[src/rtl/axi_stream_record_decoder_if.sv]
// Tagged AXI-Stream input and decoded-record output of the snoop-stream decoder.
// The master modport drives the stream and consumes records; the slave modport is the decoder.
interface axi_stream_record_decoder_if #(
  parameter int DATA_WIDTH = 128,
  parameter int ADDR_WIDTH = 64,
  parameter int BURST_LEN  = 8
);
  logic [DATA_WIDTH-1:0]   stream_tdata;
  logic                    stream_tlast;
  logic                    stream_tvalid;
  logic                    stream_tready;

  logic [2:0]              rec_type;
  logic [ADDR_WIDTH-1:0]   rec_addr;
  logic [1:0]              rec_resp;
  logic [DATA_WIDTH-1:0]   rec_data;
  logic [DATA_WIDTH/8-1:0] rec_strb;
  logic [BURST_LEN-1:0]    rec_beat;
  logic                    rec_last;
  logic                    rec_valid;
  logic                    rec_ready;

  modport master (
    output stream_tdata, stream_tlast, stream_tvalid,
    input  stream_tready,
    input  rec_type, rec_addr, rec_resp, rec_data, rec_strb, rec_beat, rec_last, rec_valid,
    output rec_ready
  );

  modport slave (
    input  stream_tdata, stream_tlast, stream_tvalid,
    output stream_tready,
    output rec_type, rec_addr, rec_resp, rec_data, rec_strb, rec_beat, rec_last, rec_valid,
    input  rec_ready
  );
endinterface

[src/rtl/axi_stream_record_decoder.sv]
// Decodes tagged AR/R/AW/W/B snoop-stream records; per-type stats built only with AXI_STREAM_DECODER_STATS_EN.
// One register stage: record appears 1 cycle after its beat; stream stalls while a record waits on rec_ready.
module axi_stream_record_decoder #(
  parameter int DATA_WIDTH        = 128,
  parameter int ADDR_WIDTH        = 64,
  parameter int BURST_LEN         = 8,
  parameter int STREAM_TYPE_WIDTH = 3,
  parameter int ERR_CNT_WIDTH     = 16
) (
  input  logic                     clk,
  input  logic                     resetn,
  axi_stream_record_decoder_if.slave bus,
  output logic                     err_pulse,
  output logic [ERR_CNT_WIDTH-1:0] err_count,
  output logic [31:0]              stat_ar,
  output logic [31:0]              stat_aw,
  output logic [31:0]              stat_b,
  output logic [31:0]              stat_r,
  output logic [31:0]              stat_w
);
  localparam int STRB_W = DATA_WIDTH / 8;
  localparam logic [STREAM_TYPE_WIDTH-1:0] TAG_AR = 0;
  localparam logic [STREAM_TYPE_WIDTH-1:0] TAG_R  = 1;
  localparam logic [STREAM_TYPE_WIDTH-1:0] TAG_AW = 2;
  localparam logic [STREAM_TYPE_WIDTH-1:0] TAG_W  = 3;
  localparam logic [STREAM_TYPE_WIDTH-1:0] TAG_B  = 4;

  typedef enum logic [1:0] {S_HDR, S_WDATA, S_RDATA, S_DROP} state_t;

  state_t                   r_state, w_state_nxt;
  logic [STRB_W-1:0]        r_strb;
  logic [BURST_LEN-1:0]     r_beat;
  logic                     r_rec_valid, r_rec_last;
  logic [2:0]               r_rec_type;
  logic [ADDR_WIDTH-1:0]    r_rec_addr;
  logic [1:0]               r_rec_resp;
  logic [DATA_WIDTH-1:0]    r_rec_data;
  logic [STRB_W-1:0]        r_rec_strb;
  logic [BURST_LEN-1:0]     r_rec_beat;
  logic                     r_err_pulse;
  logic [ERR_CNT_WIDTH-1:0] r_err_count;

  logic                         w_tready, w_acc, w_emit, w_err, w_hdr_w, w_hdr_r, w_data_beat;
  logic [STREAM_TYPE_WIDTH-1:0] w_tag;
  logic [2:0]                   w_type;
  logic [ADDR_WIDTH-1:0]        w_addr;
  logic [1:0]                   w_resp;
  logic [DATA_WIDTH-1:0]        w_data;
  logic [STRB_W-1:0]            w_strb;
  logic [BURST_LEN-1:0]         w_beat;
  logic                         w_last;

  assign w_tready = ~r_rec_valid | bus.rec_ready;
  assign w_acc    = bus.stream_tvalid & w_tready;
  assign w_tag    = bus.stream_tdata[DATA_WIDTH-1 -: STREAM_TYPE_WIDTH];

  always_comb begin
    w_state_nxt = r_state;
    w_emit      = 1'b0;
    w_err       = 1'b0;
    w_hdr_w     = 1'b0;
    w_hdr_r     = 1'b0;
    w_data_beat = 1'b0;
    w_type      = 3'(w_tag);
    w_addr      = '0;
    w_resp      = '0;
    w_data      = '0;
    w_strb      = '0;
    w_beat      = '0;
    w_last      = 1'b0;
    if (w_acc) begin
      case (r_state)
        S_HDR: begin
          case (w_tag)
            TAG_AR, TAG_AW: begin
              if (bus.stream_tlast) begin
                w_emit = 1'b1;
                w_addr = bus.stream_tdata[ADDR_WIDTH-1:0];
                w_last = 1'b1;
              end else begin
                w_err       = 1'b1;
                w_state_nxt = S_DROP;
              end
            end
            TAG_B: begin
              if (bus.stream_tlast) begin
                w_emit = 1'b1;
                w_resp = bus.stream_tdata[1:0];
                w_last = 1'b1;
              end else begin
                w_err       = 1'b1;
                w_state_nxt = S_DROP;
              end
            end
            // A data-less R/W header is malformed but self-contained, so no drop is needed.
            TAG_W: begin
              if (bus.stream_tlast) w_err = 1'b1;
              else begin
                w_hdr_w     = 1'b1;
                w_state_nxt = S_WDATA;
              end
            end
            TAG_R: begin
              if (bus.stream_tlast) w_err = 1'b1;
              else begin
                w_hdr_r     = 1'b1;
                w_state_nxt = S_RDATA;
              end
            end
            default: begin
              w_err = 1'b1;
              if (!bus.stream_tlast) w_state_nxt = S_DROP;
            end
          endcase
        end
        S_WDATA, S_RDATA: begin
          w_emit      = 1'b1;
          w_data_beat = 1'b1;
          w_type      = (r_state == S_WDATA) ? 3'(TAG_W) : 3'(TAG_R);
          w_data      = bus.stream_tdata;
          w_strb      = r_strb;
          w_beat      = r_beat;
          w_last      = bus.stream_tlast;
          if (bus.stream_tlast) w_state_nxt = S_HDR;
        end
        default: begin
          if (bus.stream_tlast) w_state_nxt = S_HDR;
        end
      endcase
    end
  end

  always_ff @(posedge clk or negedge resetn) begin
    if (!resetn) r_state <= S_HDR;
    else         r_state <= w_state_nxt;
  end

  // Beat index wraps naturally at 2^BURST_LEN; long bursts are legal.
  always_ff @(posedge clk or negedge resetn) begin
    if (!resetn) begin
      r_strb <= '0;
      r_beat <= '0;
    end else if (w_hdr_w) begin
      r_strb <= bus.stream_tdata[STRB_W-1:0];
      r_beat <= '0;
    end else if (w_hdr_r) begin
      r_strb <= '1;
      r_beat <= '0;
    end else if (w_data_beat) begin
      r_beat <= r_beat + 1'b1;
    end
  end

  always_ff @(posedge clk or negedge resetn) begin
    if (!resetn) begin
      r_rec_valid <= 1'b0;
      r_rec_type  <= '0;
      r_rec_addr  <= '0;
      r_rec_resp  <= '0;
      r_rec_data  <= '0;
      r_rec_strb  <= '0;
      r_rec_beat  <= '0;
      r_rec_last  <= 1'b0;
    end else begin
      if (w_tready) r_rec_valid <= w_emit;
      if (w_emit) begin
        r_rec_type <= w_type;
        r_rec_addr <= w_addr;
        r_rec_resp <= w_resp;
        r_rec_data <= w_data;
        r_rec_strb <= w_strb;
        r_rec_beat <= w_beat;
        r_rec_last <= w_last;
      end
    end
  end

  always_ff @(posedge clk or negedge resetn) begin
    if (!resetn) begin
      r_err_pulse <= 1'b0;
      r_err_count <= '0;
    end else begin
      r_err_pulse <= w_err;
      if (w_err && !(&r_err_count)) r_err_count <= r_err_count + 1'b1;
    end
  end

`ifdef AXI_STREAM_DECODER_STATS_EN
  logic [31:0] r_stat_ar, r_stat_aw, r_stat_b, r_stat_r, r_stat_w;
  logic        w_done;
  assign w_done = r_rec_valid & bus.rec_ready & r_rec_last;

  always_ff @(posedge clk or negedge resetn) begin
    if (!resetn) begin
      r_stat_ar <= '0;
      r_stat_aw <= '0;
      r_stat_b  <= '0;
      r_stat_r  <= '0;
      r_stat_w  <= '0;
    end else if (w_done) begin
      case (r_rec_type)
        3'(TAG_AR): r_stat_ar <= r_stat_ar + 32'd1;
        3'(TAG_AW): r_stat_aw <= r_stat_aw + 32'd1;
        3'(TAG_B):  r_stat_b  <= r_stat_b + 32'd1;
        3'(TAG_R):  r_stat_r  <= r_stat_r + 32'd1;
        3'(TAG_W):  r_stat_w  <= r_stat_w + 32'd1;
        default: ;
      endcase
    end
  end

  assign stat_ar = r_stat_ar;
  assign stat_aw = r_stat_aw;
  assign stat_b  = r_stat_b;
  assign stat_r  = r_stat_r;
  assign stat_w  = r_stat_w;
`else
  assign stat_ar = '0;
  assign stat_aw = '0;
  assign stat_b  = '0;
  assign stat_r  = '0;
  assign stat_w  = '0;
`endif

  assign bus.stream_tready = w_tready;
  assign bus.rec_valid     = r_rec_valid;
  assign bus.rec_type      = r_rec_type;
  assign bus.rec_addr      = r_rec_addr;
  assign bus.rec_resp      = r_rec_resp;
  assign bus.rec_data      = r_rec_data;
  assign bus.rec_strb      = r_rec_strb;
  assign bus.rec_beat      = r_rec_beat;
  assign bus.rec_last      = r_rec_last;
  assign err_pulse         = r_err_pulse;
  assign err_count         = r_err_count;
endmodule

[src/flat_wrapper.sv]
// flat-port wrapper written by rule: the top's interface ports become plain ports
module axi_stream_record_decoder_flat 
#(
  parameter int DATA_WIDTH        = 128,
  parameter int ADDR_WIDTH        = 64,
  parameter int BURST_LEN         = 8,
  parameter int STREAM_TYPE_WIDTH = 3,
  parameter int ERR_CNT_WIDTH     = 16
)
  (clk, resetn, err_pulse, err_count, stat_ar, stat_aw, stat_b, stat_r, stat_w, bus_stream_tdata, bus_stream_tlast, bus_stream_tvalid, bus_stream_tready, bus_rec_type, bus_rec_addr, bus_rec_resp, bus_rec_data, bus_rec_strb, bus_rec_beat, bus_rec_last, bus_rec_valid, bus_rec_ready);
  axi_stream_record_decoder_if #(.DATA_WIDTH(DATA_WIDTH), .ADDR_WIDTH(ADDR_WIDTH), .BURST_LEN(BURST_LEN)) bus_i ();
  input  logic clk;
  input  logic resetn;
  output logic err_pulse;
  output logic [ERR_CNT_WIDTH-1:0] err_count;
  output logic [31:0] stat_ar;
  output logic [31:0] stat_aw;
  output logic [31:0] stat_b;
  output logic [31:0] stat_r;
  output logic [31:0] stat_w;
  input wire logic [$bits(bus_i.stream_tdata)-1:0] bus_stream_tdata;
  input wire logic [$bits(bus_i.stream_tlast)-1:0] bus_stream_tlast;
  input wire logic [$bits(bus_i.stream_tvalid)-1:0] bus_stream_tvalid;
  output wire logic [$bits(bus_i.stream_tready)-1:0] bus_stream_tready;
  output wire logic [$bits(bus_i.rec_type)-1:0] bus_rec_type;
  output wire logic [$bits(bus_i.rec_addr)-1:0] bus_rec_addr;
  output wire logic [$bits(bus_i.rec_resp)-1:0] bus_rec_resp;
  output wire logic [$bits(bus_i.rec_data)-1:0] bus_rec_data;
  output wire logic [$bits(bus_i.rec_strb)-1:0] bus_rec_strb;
  output wire logic [$bits(bus_i.rec_beat)-1:0] bus_rec_beat;
  output wire logic [$bits(bus_i.rec_last)-1:0] bus_rec_last;
  output wire logic [$bits(bus_i.rec_valid)-1:0] bus_rec_valid;
  input wire logic [$bits(bus_i.rec_ready)-1:0] bus_rec_ready;
  assign bus_i.stream_tdata = bus_stream_tdata;
  assign bus_i.stream_tlast = bus_stream_tlast;
  assign bus_i.stream_tvalid = bus_stream_tvalid;
  assign bus_stream_tready = bus_i.stream_tready;
  assign bus_rec_type = bus_i.rec_type;
  assign bus_rec_addr = bus_i.rec_addr;
  assign bus_rec_resp = bus_i.rec_resp;
  assign bus_rec_data = bus_i.rec_data;
  assign bus_rec_strb = bus_i.rec_strb;
  assign bus_rec_beat = bus_i.rec_beat;
  assign bus_rec_last = bus_i.rec_last;
  assign bus_rec_valid = bus_i.rec_valid;
  assign bus_i.rec_ready = bus_rec_ready;
  axi_stream_record_decoder #(.DATA_WIDTH(DATA_WIDTH), .ADDR_WIDTH(ADDR_WIDTH), .BURST_LEN(BURST_LEN), .STREAM_TYPE_WIDTH(STREAM_TYPE_WIDTH), .ERR_CNT_WIDTH(ERR_CNT_WIDTH)) u_core (.clk(clk), .resetn(resetn), .bus(bus_i), .err_pulse(err_pulse), .err_count(err_count), .stat_ar(stat_ar), .stat_aw(stat_aw), .stat_b(stat_b), .stat_r(stat_r), .stat_w(stat_w));
endmodule
[config.mk]
export PLATFORM = sky130hd
export DESIGN_NAME = axi_stream_record_decoder_flat
export DESIGN_NICKNAME = d
export VERILOG_FILES = /design/src/rtl/axi_stream_record_decoder_if.sv /design/src/rtl/axi_stream_record_decoder.sv /design/src/flat_wrapper.sv
export SDC_FILE = /design/constraint.sdc
export NUM_CORES = 1
export LEC_CHECK = 0
export ABC_AREA = 1
export CORE_AREA = 5 5 205 207
export CTS_BUF_LIST = sky130_fd_sc_hd__clkbuf_8
export CTS_CLUSTER_DIAMETER = 50
export DETAILED_ROUTE_END_ITERATION = 8
export DIE_AREA = 0 0 210 212
export PLACE_DENSITY_LB_ADDON = 0.08
export SYNTH_ARGS = -nofsm -noshare
export SYNTH_HDL_FRONTEND = slang
export SYNTH_SLANG_ARGS = --single-unit
[constraint.sdc]
create_clock -name clk -period 1.75 [get_ports clk]
set_input_delay 0.35 -clock clk [delete_from_list [all_inputs] [get_ports clk]]
set_output_delay 0.35 -clock clk [all_outputs]
set_load 0.01 [all_outputs]
==> impl_metrics.json, run 1 <==
{
  "async_flop_share": 1.00,
  "overflow": 0,
  "power_density_nw_per_um2": 1500,
  "start_util": 0.328,
  "row_count": 74,
  "grt_pass1_wl_mm": 60.3,
  "clk-insertion-delay-late_ns": 0.59,
  "cts_sinks": 266,
  "yosys.area_share.simple": 0.196,
  "dpl_worst_slack_ns": -0.280,
  "fin_nets": 2049,
  "clock_path_buffers": 3,
  "fp.coreArea_um2": 40200,
  "antenna_found_initial": 0,
  "first_pass_iters": 5,
  "critPathLaunchType": "flop",
  "ys_top_cells_by_area": "dfrtp_1 (50%), nand2_1 (15%), o21ai_2 (11%)",
  "reg2reg_slack_ns": 0.07,
  "leakagePower_nw": 9.61,
  "worstSetupEndpointType": "flop",
  "swShare": 0.379,
  "synth_area_leader_cell": "dfrtp_1",
  "htreeDepth": 2,
  "grt_pass1_vias": 10300,
  "synthCells": 1446,
  "yosys_warnings": 0,
  "worstPathMaxFanout": 7,
  "synthTopCellsByCount": "nand2_1 (533), dfrtp_1 (266), o21ai_2 (162)",
  "routedWlPerCell_um": 16.5,
  "gp_congestion": 0.770,
  "io_buffers": 373,
  "fillCellCount": 4071,
  "syn-cell-area_um2": 13200,
  "ios": 534,
  "timing.rr.end": "u_core.bus.rec_beat[1]",
  "synth_xor_area_frac": 0.00863,
  "die_x_um": 210,
  "die_y_um": 212,
  "reg2reg_depth": 8,
  "ir_drop_mv": 0.565,
  "ys.flop_type": "dfrtp_1",
  "area_growth_pct": 42.0,
  "muxShareOfSynthArea": 0,
  "drtIter0Drc": 489,
  "grt_max_degree": 48,
  "period_share": 0.959,
  "rsz0062_at_grt": "true",
  "synth_compound_area_frac": 0.134,
  "cts_root_buf": "clkbuf_8",
  "ant_nets": 0,
  "synth.distinct_cells": 32,
  "drive_gt1_frac": 0.200,
  "cts_tree": "done",
  "hold_violations": 0,
  "finClkSkew_ns": 0.0178,
  "worstHoldPathType": "in -> async",
  "synthAdderAreaFrac": 0.00474,
  "finalMaxSlewViolations": 0,
  "yosysMostFrequentCell": "nand2_1",
  "routed_wl_mm": 40.8,
  "cts_inserted_buffers": 52,
  "cellInternalPower_mw": 17.5,
  "p_switching_mw": 10.7,
  "fin_util": 0.466,
  "worstReg2RegStart": "u_core.r_state[0]",
  "fin_ws_ns": 0.0715,
  "via_per_inst": 4.25,
  "avgSynthCellArea_um2": 9.12,
  "synth-seq-cells": 266,
  "clock.fmax_ghz": 0.596,
  "post-route-min-period_ns": 1.68,
  "drc": 0,
  "path_clk_slew_ns": 0.06,
  "path_class": "reg -> reg",
  "dieArea_um2": 44500,
  "n_antenna_cell": 0,
  "grt_usage": 0.170,
  "synth_top_family_by_area": "simple AND/OR/NAND/NOR gates",
  "vias": 10500,
  "run_status": "finished, final reports clean",
  "arrival_ns": 2.16,
  "cap_violations": 0,
  "clkPwrFrac": 0.230,
  "power_mw": 28.2,
  "seq_area_frac_synth": 0.505,
  "setup-violations-final": 0,
  "seq_power_share": 0.322,
  "place_hpwl_mm": 28.0,
  "synth_top_area_share": 0.505,
  "pwr-share-comb": 0.449,
  "required_ns": 2.23,
  "synth_edf_count": 0
}
cells by family after synthesis:
kind of cell	Yosys count
compound gates	231
xor+xnor	13
fa+ha+maj	5
buf+inv	275
flops	266
other cells	1
simple gates	655
how the worst max path moves through the flow:
stage                              from                       to  depth (start not counted)
floorplan             u_core.r_state[0]  u_core.bus.rec_addr[13]                         11
global placement          bus_rec_ready         u_core.r_beat[3]                         10
detailed placement        bus_rec_ready  u_core.bus.rec_addr[46]                          9
CTS                 u_core.err_count[1]             err_count[1]                          2
global route          u_core.r_state[1]   u_core.bus.rec_addr[6]                         11
finish                u_core.r_state[0]   u_core.bus.rec_beat[1]                          8
worst max-delay path, stage by stage (launching register included):
cell	delay [ns]
dfrtp_1	0.39
buf_4	0.14
ha_2	0.19
nor2_4	0.19
nand2_4	0.17
clkbuf_16	0.21
buf_4	0.17
nand2_1	0.07
o21ai_2	0.05
power groups by stage:
stage	combinational (mW)	clock [mW]	sequential, mW
floorplan	6.17	0	9.84
finish	12.6	6.47	9.06
detailed placement	12.4	0	9.22
CTS	11.8	6.75	9.08
global placement	12.3	0	9.19
global route	13.9	7.02	9.32
final cells by class:
class / instances / area (µm²) / share of cell area
Tap cell: 532 / 666 / 0.0355
Clock buffer: 63 / 867 / 0.0463
Multi-Input combinational cell: 1065 / 5190 / 0.277
Clock inverter: 25 / 204 / 0.0109
Sequential cell: 266 / 6660 / 0.356
Inverter: 38 / 148 / 0.00788
Timing Repair Buffer: 488 / 4990 / 0.267
state kept, by name, summed over array words and instances (netlist names), 3 cells and up:
| name | count |
|---|---|
| u_core.bus.rec_strb | 16 |
| u_core.bus.rec_beat | 8 |
| u_core.bus.rec_type | 3 |
| u_core.err_count | 16 |
| u_core.bus.rec_addr | 64 |
| u_core.r_beat | 8 |
| u_core.bus.rec_data | 128 |
| u_core.r_strb | 16 |
per-layer routing:
layer,GRT usage,routed length [µm],vias up
met3,0.0655,3600,50
met4,0.0509,719,0
met1,0.224,17500,4951
li1,-,-,5193
met5,0,0,-
met2,0.262,18900,327
stage by stage:
step	instance area (µm²)	cells	TNS (ns)	hold slack, ns
floorplan	13800	1605	0	0.0544
global placement	17300	2362	-52.65	0.256
detailed placement	17300	2362	-56.33	0.250
finish	18700	2477	0	0.221
CTS	18300	2460	0	0.186
global route	18700	2477	-0.571	0.239
timing repair:
item	4_1_cts	5_1_grt
endpoints found under the hold margin	266	0
hold buffers	1	0
pin swaps	0	3
setup endpoints to repair	256	165
buffers inserted	6	2
gates cloned	3	15
gates resized for setup	277	33
cell usage in the layout (no fill, tap or decap), types with 2 or more instances in the layout:
cell / Yosys / final
buf_4: 161 / 67
nand2_1: 533 / 531
xnor2_1: 5 / 5
clkbuf_16: 0 / 12
dfrtp_2: 0 / 5
nor2_2: 5 / 3
inv_4: 0 / 2
clkbuf_8: 1 / 63
o22ai_1: 2 / 2
clkdlybuf4s50_1: 0 / 131
nand3_1: 15 / 15
buf_16: 0 / 13
buf_12: 0 / 18
nand4_1: 6 / 6
a21oi_1: 2 / 2
nor2_1: 77 / 77
nor3_1: 6 / 5
nor2_4: 2 / 4
bufinv_16: 0 / 4
buf_2: 14 / 6
dfrtp_1: 266 / 261
o21ai_2: 162 / 162
o21ai_1: 38 / 45
nand2_2: 6 / 6
nand2_4: 2 / 4
inv_1: 35 / 50
conb_1: 1 / 160
ha_1: 5 / 3
xor2_1: 8 / 8
buf_8: 3 / 2
o21ai_0: 25 / 18
buf_6: 41 / 3
inv_2: 3 / 5
dlygate4sd2_1: 0 / 232
(Power assumes the default switching activity.)
==> run 2: changes to the inputs <==
--- a/config.mk
+++ b/config.mk
@@ -12,6 +12,7 @@
 export DETAILED_ROUTE_END_ITERATION = 8
 export DIE_AREA = 0 0 210 212
 export PLACE_DENSITY_LB_ADDON = 0.08
+export REMOVE_ABC_BUFFERS = 1
 export SYNTH_ARGS = -nofsm -noshare
 export SYNTH_HDL_FRONTEND = slang
 export SYNTH_SLANG_ARGS = --single-unit
==> run 2 against run 1 <==
Wire length increased by 5.2%. The flow now finishes with violations (negative setup slack). Critical path type unchanged. Final cell count is 0.89% higher. Hold slack improved by 0.015 ns. Global-route usage rose by 1.0 points. Largest power group unchanged. Die area unchanged. Cell area grew 3.0%. Largest cell class unchanged. Sequential power up 1%. First-iteration DRC count shrank 9.8%.
==> impl_metrics.json, run 2 (synthesized netlist as in run 1, its figures left out) <==
{
  "fin_util": 0.480,
  "ios": 534,
  "path_cells": "inv_2 > ha_4 > nand2_2 > inv_2 > nand2_4 > nand3_4 > buf_12 > nand2_4 > buf_4 > buf_12 > nand2_1 > o21ai_2",
  "arrival_ns": 2.26,
  "setup-violations-final": 42,
  "n_antenna_cell": 0,
  "post-route-min-period_ns": 1.78,
  "routedWlPerCell_um": 17.2,
  "row_count": 74,
  "placedCellCount": 2374,
  "final_cell_mix": "nand2_1 (475), dfrtp_1 (257), dlygate4sd2_1 (233)",
  "overflow": 0,
  "final_cell_area_um2": 19300,
  "grt_max_degree": 63,
  "instances_no_fill": 2499,
  "violations": "negative setup slack",
  "ir_drop_mv": 0.602,
  "hold_violations": 0,
  "finClkSkew_ns": 0.0192,
  "mostFrequentLayoutCell": "nand2_1",
  "worstHoldPathType": "in -> async",
  "die_y_um": 212,
  "dieArea_um2": 44500,
  "largest_register_ffs": 128,
  "multi_input_area_um2": 5450,
  "cts_inserted_buffers": 50,
  "cts_tree": "done",
  "fillCellCount": 4012,
  "power_density_nw_per_um2": 1500,
  "cpPeakStageDelay_ns": 0.41,
  "ant_nets": 0,
  "required_ns": 2.23,
  "run_status": "complete, but fails checks",
  "fin_ws_ns": -0.0321,
  "area_growth_pct": 46.2,
  "start_util": 0.328,
  "pwr-share-comb": 0.480,
  "routed_wl_mm": 42.9,
  "fp.coreArea_um2": 40200,
  "swShare": 0.388,
  "fin_nets": 2071,
  "path_class": "reg -> reg",
  "die_x_um": 210,
  "leakagePower_nw": 9.82,
  "cts_root_buf": "clkbuf_8",
  "clkPwrFrac": 0.201,
  "cts_sinks": 266,
  "dpl-instance-area_um2": 17500,
  "clock_path_buffers": 3,
  "place_hpwl_mm": 29.8,
  "cap_violations": 0,
  "rsz0062_at_grt": "true",
  "tns_ns": -0.576,
  "clock.fmax_ghz": 0.561,
  "io_buffers": 373,
  "worstSetupEndpointType": "flop",
  "power_mw": 28.9,
  "critPathLaunchType": "flop",
  "crit_slowest_cell": "dfrtp_1",
  "vias": 10600,
  "clk-insertion-delay-late_ns": 0.60,
  "antenna_found_initial": 2,
  "register_area_um2": 6670,
  "gp_congestion": 0.761,
  "via_per_inst": 4.26,
  "worstPathMaxFanout": 13,
  "cellInternalPower_mw": 17.7,
  "grt_pass1_vias": 10500,
  "p_switching_mw": 11.2,
  "seq_power_share": 0.318,
  "drtIter0Drc": 441,
  "htreeDepth": 2,
  "finalMaxSlewViolations": 0,
  "first_pass_iters": 5,
  "period_share": 1.02,
  "path_clk_slew_ns": 0.06,
  "grt_usage": 0.180,
  "drive_gt1_frac": 0.240,
  "drc": 0,
  "grt_pass1_wl_mm": 63.4
}
## run 2: cell types whose count changed in the layout (fill, tap and decap cells not counted), sizes merged
cell           before  now
dlygate4sd2       232  233
bufinv              4    1
buf               109  129
nand2             542  543
inv                57   59
clkbuf             76   70
clkdlybuf4s15       2    5
clkinv              1    4
bufbuf              0    1
## run 2: power groups by stage
stage          combinational (mW)  clock, mW  sequential, mW
2_1_floorplan                4.51          0            10.4
3_3_place_gp                 12.7          0            9.21
4_1_cts                      12.6       6.08            9.11
3_5_place_dp                 12.7          0            9.25
5_1_grt                      15.1       6.35            9.46
6_report                     13.9       5.81            9.18
## run 2: worst paths after layout
path | from | to | slack [ns] | cells past startpoint
min | resetn | u_core.bus.rec_data[110] | 0.24 | 2
min in group clk | bus_stream_tdata[73] | u_core.bus.rec_data[73] | 0.32 | 3
max in group asynchronous | resetn | u_core.bus.rec_valid | 0.84 | 3
max reg2reg | u_core.r_state[0] | u_core.bus.rec_data[81] | -0.03 | 12
max | u_core.r_state[0] | u_core.bus.rec_data[81] | -0.03 | 12
min reg2reg | u_core.bus.rec_data[126] | u_core.bus.rec_data[126] | 0.47 | 2
## run 2: routing by layer
metal,vias up,share of wire,track usage
li1,5240,-,-
met1,4987,0.43,0.240
met2,357,0.48,0.289
met3,54,0.079,0.0547
met4,4,0.016,0.0473
met5,-,0.00079,0
## run 2: cell type report
cell class	instances	area share
tap	532	0.0345
multi-input combinational	1066	0.282
inverter	38	0.00772
clock buffer	59	0.0421
timing repair buffer	511	0.281
clock inverter	27	0.00701
sequential	266	0.346
## run 2: worst max-delay path, delay by kind of cell (launching register included)
kind	cells	cell delay, ns
fa+ha+maj	1	0.15
buf+inv	5	0.64
flops	1	0.41
simple gates	5	0.43
compound gates	1	0.05
## run 2: what timing repair did
action                     in CTS  in global routing
pin swaps                       2                  7
setup endpoints to repair     298                255
setup buffers                  12                  6
hold endpoints to repair      177                  0
hold buffers                    1                  0
cloned                          8                 13
resized for setup             279                133
## run 2: stage by stage
step	hold slack (ns)	worst slack (ns)
after CTS	0.189	-0.0157
after detailed placement	0.263	-0.263
after floorplan	0.0544	-2.52
after global placement	0.261	-0.258
final	0.236	-0.0321
after global routing	0.228	-0.129
==> run 3: changes to the inputs <==
--- a/config.mk
+++ b/config.mk
@@ -16,3 +16,4 @@
 export SYNTH_ARGS = -nofsm -noshare
 export SYNTH_HDL_FRONTEND = slang
 export SYNTH_SLANG_ARGS = --single-unit
+export TNS_END_PERCENT = 5
==> run 3 against run 2 <==
The flow still finishes with violations (negative setup slack). Flip-flop and latch count is the same. Via count fell by 1.4%. Clock-buffer cell count did not move. Wire length decreased by 3.0%. Hold slack better by 0.0019 ns. Global-route usage decreased by 0.51 points. Register-to-register slack got worse by 0.04 ns. Sequential share of layout area up 0.69 points. Worst setup slack worse by 0.036 ns. Maximum frequency down 2.0%. Clock skew rose by 0.0013 ns. Power is 2.8% lower. Largest cell class unchanged.
==> impl_metrics.json, run 3 (synthesized netlist as in run 1, its figures left out) <==
{
  "run_status": "complete, but fails checks",
  "violations": "negative setup slack",
  "swShare": 0.389,
  "required_ns": 2.21,
  "worstPathMaxFanout": 6,
  "finalMaxSlewViolations": 0,
  "grt_pass1_vias": 10300,
  "finClkSkew_ns": 0.0205,
  "fin_nets": 2055,
  "area_growth_pct": 43.4,
  "clk-insertion-delay-late_ns": 0.60,
  "clock_path_buffers": 3,
  "overflow": 0,
  "cts_tree": "done",
  "row_count": 74,
  "ir_drop_mv": 0.604,
  "rsz0062_at_grt": "true",
  "final_cell_area_um2": 18900,
  "die_y_um": 212,
  "routed_wl_mm": 41.6,
  "cts_sinks": 266,
  "drtIter0Drc": 416,
  "worstHoldPathType": "in -> async",
  "reg2reg_depth": 12,
  "final_cell_mix": "nand2_1 (462), dfrtp_1 (256), dlygate4sd2_1 (230)",
  "cts_inserted_buffers": 50,
  "clkPwrFrac": 0.207,
  "first_pass_iters": 5,
  "setup-violations-final": 104,
  "gp_congestion": 0.761,
  "largest_register_ffs": 128,
  "fp.coreArea_um2": 40200,
  "via_per_inst": 4.23,
  "clock.fmax_ghz": 0.550,
  "seq_power_share": 0.327,
  "n_antenna_cell": 0,
  "grt_pass1_wl_mm": 61.8,
  "mostFrequentLayoutCell": "nand2_1",
  "worstSetupEndpointType": "flop",
  "start_util": 0.328,
  "cts_root_buf": "clkbuf_8",
  "grt_usage": 0.175,
  "drc": 0,
  "htreeDepth": 2,
  "reg2reg_slack_ns": -0.07,
  "path_clk_slew_ns": 0.06,
  "critPathLaunchType": "flop",
  "power_density_nw_per_um2": 1480,
  "cellInternalPower_mw": 17.1,
  "period_share": 1.04,
  "pwr-share-comb": 0.466,
  "ant_nets": 0,
  "hold_violations": 0,
  "fin_ws_ns": -0.0685,
  "die_x_um": 210,
  "cap_violations": 0,
  "p_switching_mw": 10.9,
  "routedWlPerCell_um": 16.8,
  "place_hpwl_mm": 29.8,
  "leakagePower_nw": 9.62,
  "drive_gt1_frac": 0.237,
  "tns_ns": -2.93,
  "arrival_ns": 2.28,
  "dpl-instance-area_um2": 17500,
  "dieArea_um2": 44500,
  "timing.rr.end": "u_core.bus.rec_addr[29]",
  "worstReg2RegStart": "u_core.r_state[1]",
  "grt_max_degree": 63,
  "io_buffers": 373,
  "antenna_found_initial": 2,
  "path_class": "reg -> reg",
  "post-route-min-period_ns": 1.82,
  "vias": 10500,
  "ios": 534
}
[run 3: changes by cell type in the layout (fill, tap and decap cells not counted), moves of 2 or more]
cell | before | now
nand2_2 | 50 | 70
buf_4 | 61 | 58
o21ai_1 | 38 | 46
clkbuf_16 | 11 | 8
buf_8 | 7 | 4
o21ai_2 | 170 | 164
clkdlybuf4s15_1 | 5 | 8
buf_16 | 8 | 6
nand2_4 | 17 | 9
o21ai_0 | 17 | 15
buf_6 | 14 | 19
nand2_1 | 475 | 462
dlygate4sd2_1 | 233 | 230
buf_12 | 37 | 29
[run 3: final cells by class]
type	count	area, µm²
clock buffers	59	812
clock inverters	27	135
fillers	4052	21300
inverters	38	145
multi-input cells	1065	5410
flip-flops and latches	266	6670
well taps	532	666
repair buffers	496	5080
[run 3: worst max-delay path, cell delays in order, from the launching register on]
cell and delay, ns:
dfrtp_1 0.40, inv_2 0.10, ha_4 0.15, nand2_2 0.06, inv_2 0.10, nand2_4 0.07, nand3_4 0.13, nand2_8 0.09
buf_12 0.16, clkbuf_16 0.17, buf_6 0.13, nand2_1 0.06, o21ai_1 0.07
[run 3: what timing repair did]
| item | 4_1_cts | 5_1_grt |
|---|---|---|
| gates resized for setup | 267 | 139 |
| hold buffers | 1 | 0 |
| pin swaps | 0 | 6 |
| cloned | 0 | 10 |
| setup endpoints to repair | 298 | 253 |
| buffers inserted | 4 | 8 |
| endpoints found under the hold margin | 177 | 0 |
[run 3: worst max-delay path by stage]
stage / from / endpoint / depth (start not counted)
floorplan: u_core.r_state[0] / u_core.bus.rec_addr[13] / 8
global placement: bus_stream_tdata[125] / u_core.bus.rec_data[123] / 9
CTS: u_core.bus.rec_valid / bus_stream_tready / 3
finish: u_core.r_state[1] / u_core.bus.rec_addr[29] / 12
global route: u_core.r_state[1] / u_core.bus.rec_addr[29] / 12
detailed placement: bus_rec_ready / u_core.bus.rec_data[122] / 10
[run 3: power by group through the flow]
stage / logic (mW) / registers, mW / clock network (mW)
final: 13.1 / 9.17 / 5.81
after global routing: 14.2 / 9.45 / 6.35
after CTS: 11.7 / 9.10 / 6.08
after detailed placement: 12.7 / 9.25 / 0
after global placement: 12.7 / 9.21 / 0
after floorplan: 4.51 / 10.4 / 0
[run 3: layer usage]
metal,part of all wire,GRT usage
met1,0.43,0.234
met2,0.47,0.278
met3,0.080,0.0567
met4,0.017,0.0439
met5,0.00082,0
[run 3: per-stage QoR]
| stage | std cells | hold slack, ns | util | total power [mW] | setup slack [ns] |
|---|---|---|---|---|---|
| global route | 2483 | 0.229 | 0.471 | 30.0 | -0.156 |
| CTS | 2465 | 0.189 | 0.453 | 26.9 | -0.0157 |
| floorplan | 1368 | 0.0544 | - | 14.9 | -2.52 |
| finish | 2483 | 0.238 | 0.471 | 28.0 | -0.0685 |
| global placement | 2374 | 0.261 | 0.435 | 21.9 | -0.258 |
| detailed placement | 2374 | 0.263 | 0.435 | 22.0 | -0.263 |
